[src/rtl/spi_coeff_bank.sv]
// spi_coeff_bank: SPI (mode 0) slave that loads a double-buffered coefficient
// bank. Host writes land in a shadow bank; a commit copies the whole shadow
// bank to coef_out in one clock so the modulator never sees a partial set.
// The SPI pins are oversampled in the system clock domain.
//
// Ports:
//   clk, rst_n        system clock, async active-low reset
//   sclk, mosi, ss_n  SPI pins (async to clk, synchronised here)
//   miso, miso_oe     read-back data and its output enable
//   coef_out          active bank, entry (ch,tap) at [(ch*TAPS+tap)*COEF_W +: COEF_W]
//   commit_pulse      one-clock strobe when coef_out is updated
//   err_len, err_addr sticky frame-length / unmapped-address flags
//
// Frame: 32 bits MSB first = {rw(1=write), addr[6:0], data[23:0]}.
module spi_coeff_bank #(
    parameter int NUM_CH = 4,
    parameter int TAPS   = 8,
    parameter int COEF_W = 5
) (
    input  logic                          clk,
    input  logic                          rst_n,
    input  logic                          sclk,
    input  logic                          mosi,
    input  logic                          ss_n,
    output logic                          miso,
    output logic                          miso_oe,
    output logic [NUM_CH*TAPS*COEF_W-1:0] coef_out,
    output logic                          commit_pulse,
    output logic                          err_len,
    output logic                          err_addr
);

    localparam int NE = NUM_CH * TAPS;
    localparam int BW = NE * COEF_W;

    typedef enum logic [2:0] {
        IDLE, HEADER, WDATA, RDATA, DONE, WAIT_SS
    } state_t;

    state_t          state, state_next;
    logic [1:0]      sclk_s, mosi_s, ss_s;
    logic            sclk_d, ss_d;
    logic            sclk_rise, sclk_fall, ss_fall, ss_rise;
    logic [5:0]      cnt;
    logic [29:0]     sr;        // oldest 30 received bits; bit 31 (rw) is tracked by state
    logic [23:0]     tx;
    logic [BW-1:0]   shadow;
    logic            frame_end, abort;
    logic [6:0]      hdr_addr, fr_addr;
    logic [COEF_W-1:0] wdata;
    logic [2:0]      ctrl;
    logic [23:0]     rd_val;
    int              rd_base, wr_base;

    function automatic logic is_mapped(input logic [6:0] a);
        return (a != 7'd0) && (int'(a) <= NE);
    endfunction

    // Two-flop synchronisers plus one edge-detect flop. The ss_n chain resets
    // low so a slave select already low at reset release is not seen as a
    // falling edge; a frame only starts after ss_n has been observed high.
    always_ff @(posedge clk or negedge rst_n) begin
        if (!rst_n) begin
            sclk_s <= '0;
            mosi_s <= '0;
            ss_s   <= '0;
            sclk_d <= 1'b0;
            ss_d   <= 1'b0;
        end else begin
            sclk_s <= {sclk_s[0], sclk};
            mosi_s <= {mosi_s[0], mosi};
            ss_s   <= {ss_s[0], ss_n};
            sclk_d <= sclk_s[1];
            ss_d   <= ss_s[1];
        end
    end

    assign sclk_rise = sclk_s[1] & ~sclk_d;
    assign sclk_fall = ~sclk_s[1] & sclk_d;
    assign ss_fall   = ~ss_s[1] & ss_d;
    assign ss_rise   = ss_s[1] & ~ss_d;

    // Header sits in sr[7:0] once 8 bits are in; at the 32nd rise the full
    // frame is {sr, mosi}, so its address field is sr[29:23].
    assign hdr_addr = sr[6:0];
    assign fr_addr  = sr[29:23];
    assign wdata    = {sr[COEF_W-2:0], mosi_s[1]};
    assign ctrl     = {sr[1:0], mosi_s[1]};
    assign rd_base  = (int'(hdr_addr) - 1) * COEF_W;
    assign wr_base  = (int'(fr_addr) - 1) * COEF_W;

    always_comb begin
        rd_val = '0;
        if (hdr_addr == 7'd0)
            rd_val[1:0] = {err_len, err_addr};
        else if (is_mapped(hdr_addr))
            rd_val[COEF_W-1:0] = shadow[rd_base +: COEF_W];
    end

    always_comb begin
        state_next = state;
        frame_end  = 1'b0;
        abort      = 1'b0;
        case (state)
            IDLE:    if (ss_fall) state_next = HEADER;
            HEADER: begin
                if (ss_rise)           abort = 1'b1;
                else if (cnt == 6'd8)  state_next = sr[7] ? WDATA : RDATA;
            end
            WDATA, RDATA: begin
                if (ss_rise) abort = 1'b1;
                else if (sclk_rise && cnt == 6'd31) begin
                    frame_end  = 1'b1;
                    state_next = DONE;
                end
            end
            DONE:    state_next = WAIT_SS;
            // level test: an ss_n rise landing on the single DONE cycle
            // must not strand the FSM here
            WAIT_SS: if (ss_s[1]) state_next = IDLE;
            default: state_next = IDLE;
        endcase
        if (abort) state_next = IDLE;
    end

    always_ff @(posedge clk or negedge rst_n) begin
        if (!rst_n) begin
            state        <= IDLE;
            cnt          <= '0;
            sr           <= '0;
            tx           <= '0;
            shadow       <= '0;
            coef_out     <= '0;
            commit_pulse <= 1'b0;
            err_len      <= 1'b0;
            err_addr     <= 1'b0;
        end else begin
            state        <= state_next;
            commit_pulse <= 1'b0;

            if (state == IDLE && ss_fall)
                cnt <= '0;
            if ((state == HEADER || state == WDATA || state == RDATA) && sclk_rise) begin
                sr  <= {sr[28:0], mosi_s[1]};
                cnt <= cnt + 6'd1;
            end

            if (state == HEADER && state_next == RDATA) begin
                tx <= rd_val;
                if (hdr_addr != 7'd0 && !is_mapped(hdr_addr))
                    err_addr <= 1'b1;
            end
            // bit 23 is held through the 8th fall; shifting starts at the 9th
            if (state == RDATA && sclk_fall && cnt >= 6'd9)
                tx <= {tx[22:0], 1'b0};

            if (abort || (state == WAIT_SS && sclk_rise))
                err_len <= 1'b1;

            if (frame_end && state == WDATA) begin
                if (fr_addr == 7'd0) begin
                    // clear precedes commit, so clear+commit publishes zeros
                    if (ctrl[1]) shadow <= '0;
                    if (ctrl[0]) begin
                        coef_out     <= ctrl[1] ? '0 : shadow;
                        commit_pulse <= 1'b1;
                    end
                    if (ctrl[2]) begin
                        err_len  <= 1'b0;
                        err_addr <= 1'b0;
                    end
                end else if (is_mapped(fr_addr)) begin
                    shadow[wr_base +: COEF_W] <= wdata;
                end else begin
                    err_addr <= 1'b1;
                end
            end
        end
    end

    assign miso_oe = (state == RDATA);
    assign miso    = (state == RDATA) & tx[23];

endmodule

[config.mk]
export PLATFORM = sky130hd
export DESIGN_NAME = spi_coeff_bank
export DESIGN_NICKNAME = d
export VERILOG_FILES = /design/src/rtl/spi_coeff_bank.sv
export SDC_FILE = /design/constraint.sdc
export NUM_CORES = 1
export LEC_CHECK = 0
export BUFFER_PORTS_ARGS = -buffer_cell sky130_fd_sc_hd__buf_2
export CORE_ASPECT_RATIO = 1.1
export CORE_MARGIN = 8
export CORE_UTILIZATION = 56
export CTS_CLUSTER_DIAMETER = 150
export DETAILED_ROUTE_END_ITERATION = 16
export PLACE_DENSITY = 0.77
export SYNTH_ARGS = -nofsm -noshare
export SYNTH_HDL_FRONTEND = slang
export SYNTH_SLANG_ARGS = --single-unit
[constraint.sdc]
create_clock -name clk -period 5.6 [get_ports clk]
set_input_delay 0.28 -clock clk [delete_from_list [all_inputs] [get_ports clk]]
set_output_delay 0.28 -clock clk [all_outputs]
set_load 0.005 [all_outputs]
==> metrics.yaml <==
status:
  status: "completed"
synthesis:
  synthFlopType: "dfrtp_1"
  syn_avg_cell_area_sq_um: 9.19
  ys_seq_area_frac: 0.377
  synth_top_family_by_area: "compound AO/OA/AOI/OAI gates"
  syn-instance-count: 2842
  synth_seq_cells: 394
  synthAdderAreaFrac: 0.0247
  synthMuxAreaShare: 0.154
  synth_xor_area_frac: 0.00771
  synth_edf_count: 0
  synth-async-reset-ratio: 1.00
  yosys_warnings: 0
  synth_cell_types: 98
  syn_area_sq_um: 26100
  syn_nets: 2895
  synthSimpleGateAreaFrac: 0.173
  synth_compound_area_frac: 0.214
global_routing:
  grt_pass1_vias: 23900
  grt_use_total: 0.364
  grt_max_degree: 233
  use_met3: 0.105
  met1_usage: 0.473
  use_met2: 0.534
  grt_busiest_layer: "met2"
  antenna_found_initial: 2
  grt_pass1_wl_mm: 152
  overflow: 0
clocking:
  clock_path_buffers: 3
  clock_latency_ns: 0.59
  h-tree-depth: 2
  cts_tree: "done"
  cts_root_buf: "clkbuf_16"
  numCtsBuffers: 42
  cts_sinks: 394
  clkSlewWorstSetupHoldPaths_ns: 0.06
detailed_routing:
  dr.pass1.iters: 8
  drt_iter0_markers: 3657
  drc: 0
  vias_per_cell: 7.12
  wl_per_cell_microns: 28.3
  wl_mm: 101
  num_vias: 25300
  drtAntennaViolNets: 0
timing:
  fmax_mhz: 188
  period_needed_ns: 5.32
  rsz0062_at_grt: "no"
  hold_viol: 0
  slew_violations: 0
  skew_ns: 0.0206
  timing.final.crit_share: 0.950
  relSlewSlack: 0.207
  setup-tns-final_ns: 0
  worstMarginPinSlew_ns: 1.19
  setup_violations: 0
  worst_hold_slack_ns: 0.304
worst_hold_path:
  hp-class: "input port to async pin"
pwr:
  ir_drop_mv: 0.924
  powerDensity_nw_per_um2: 494
  power_leakage_nw: 12.1
die:
  die_area_sq_um: 53800
  dieWidth_microns: 222
  initial_utilization: 0.563
  rows: 83
  ioPinCount: 170
  core_sq_um: 46400
  die_y_microns: 243
final_layout:
  area_growth_pct: 11.8
  final_cell_mix: "nand2_1 (550), o21ai_0 (408), dfrtp_1 (393)"
  post_route_cells_drive_above_1_share: 0.194
  final_common_cell: "nand2_1"
  final_core_util: 0.629
  final_nets: 2981
  fillCellCount: 3896
setup_path:
  crit_path_end_kind: "register"
  worstPathMaxFanout: 14
  cp.arrival_ns: 5.82
  cp-start-kind: "register"
  worst_ep_required_time_ns: 6.10
  worstSetupPathType: "register to register"
flow_run:
  maxCapViolations: 0
placement:
  hpwl_mm: 74.2
  gp_congestion: 1.12
  port-buffer-count: 169
metal layers:
layer | wire length [microns] | part of all wire
met1 | 37000 | 0.37
met2 | 43400 | 0.43
met3 | 12900 | 0.13
met4 | 7480 | 0.074
met5 | 92 | 0.00091
worst max-delay path, cell delays in order (launching register included):
cell      delay, ns
dfrtp_1        0.41
inv_1          0.13
ha_1           0.22
nor3b_2        0.21
xor2_1         0.27
inv_1          0.08
ha_1           0.32
fa_1           0.52
inv_1          0.05
ha_1           0.30
a211oi_2       0.25
nor2_2         0.12
nor3_1         0.14
o21ai_0        0.12
ha_1           0.35
o311ai_0       0.14
a221o_1        0.34
buf_6          0.20
or4b_4         0.60
nor2_1         0.17
nand2_1        0.11
o21ai_0        0.19
metrics by stage:
stage	instances	instance area, sq um	power (mW)	setup WS, ns
floorplan	2842	26100	8.31	0.0721
finish	3557	29200	14.4	0.278
detailed placement	3471	27600	11.1	0.111
CTS	3551	29100	14.1	0.0766
global placement	3471	27600	11.1	0.255
global route	3556	29200	14.9	0.000151
power by group:
part | internal (mW) | switching [mW] | leakage (nW)
Sequential | 2.88 | 0.0730 | 5.47
Combinational | 2.75 | 5.67 | 5.86
Clock | 1.84 | 1.21 | 0.736
Total | 7.47 | 6.95 | 12.1
registers in the layout, summed over array words and instances, names as in the netlist:
register,flops
coef_out,160
sclk_d,1
mosi_s,2
sclk_s,2
shadow,160
commit_pulse,1
tx,24
state,3
sr,30
err_addr,1
ss_s,2
ss_d,1
cnt,6
err_len,1
cell usage after synthesis (9+ instances only):
cell / number / share of area
and2_1: 27 / 0.0065
a21oi_1: 61 / 0.012
dfrtp_1: 394 / 0.38
nand3_1: 83 / 0.016
buf_2: 53 / 0.010
a41oi_1: 23 / 0.0077
o211ai_1: 13 / 0.0037
and3_1: 19 / 0.0046
clkbuf_1: 148 / 0.021
or3_1: 15 / 0.0036
o22ai_1: 19 / 0.0046
o21ai_1: 42 / 0.0080
mux2_2: 15 / 0.0065
a31oi_1: 87 / 0.021
nand2_1: 550 / 0.079
xnor2_1: 14 / 0.0047
nor2b_1: 13 / 0.0031
nor2_1: 82 / 0.012
nor3_2: 16 / 0.0061
nand2b_1: 25 / 0.0060
mux2i_1: 69 / 0.026
o31ai_1: 58 / 0.017
buf_4: 21 / 0.0060
o21ai_0: 410 / 0.079
a22o_1: 26 / 0.0087
nand4_1: 30 / 0.0072
xor2_1: 9 / 0.0030
ha_1: 42 / 0.020
nor3_1: 36 / 0.0069
mux4_2: 141 / 0.12
a22oi_1: 39 / 0.011
buf_1: 16 / 0.0023
inv_1: 43 / 0.0062
a211oi_1: 17 / 0.0049
nor4_1: 11 / 0.0026
final cells by class:
type	instances	area, sq um	area share
sequential	394	9860	0.338
tap	595	744	0.0255
clock inverter	17	272	0.00930
antenna	2	5.00	0.000171
clock buffer	59	1220	0.0416
timing repair buffer	286	1810	0.0620
inverter	47	179	0.00613
multi-input combinational	2157	15100	0.518
worst paths after layout:
kind,from,to,slack (ns),cells after the start
worst max-delay path,sr[24],shadow[72],0.28,21
worst max register to register,sr[24],shadow[72],0.28,21
worst min register to register,mosi_s[0],mosi_s[1],0.35,0
worst min-delay path,rst_n,coef_out[125],0.30,2
min in group clk,sclk,sclk_s[0],0.34,2
max in group asynchronous,rst_n,shadow[65],3.85,3
cell families (layout without fill, tap and decap cells):
| group | after synthesis | count (layout) |
|---|---|---|
| compound gates | 900 | 900 |
| fa+ha+maj | 48 | 48 |
| other cells | 0 | 2 |
| buf+inv | 291 | 409 |
| simple gates | 961 | 961 |
| mux | 225 | 225 |
| flops | 394 | 394 |
| xor+xnor | 23 | 23 |
timing repair:
item / 4_1_cts / 5_1_grt
endpoints found under the setup margin: 0 / 145
buffers inserted: 0 / 4
endpoints found under the hold margin: 103 / 0
resized for setup: 0 / 11
hold buffers: 4 / 0
(Power assumes the default switching activity.)
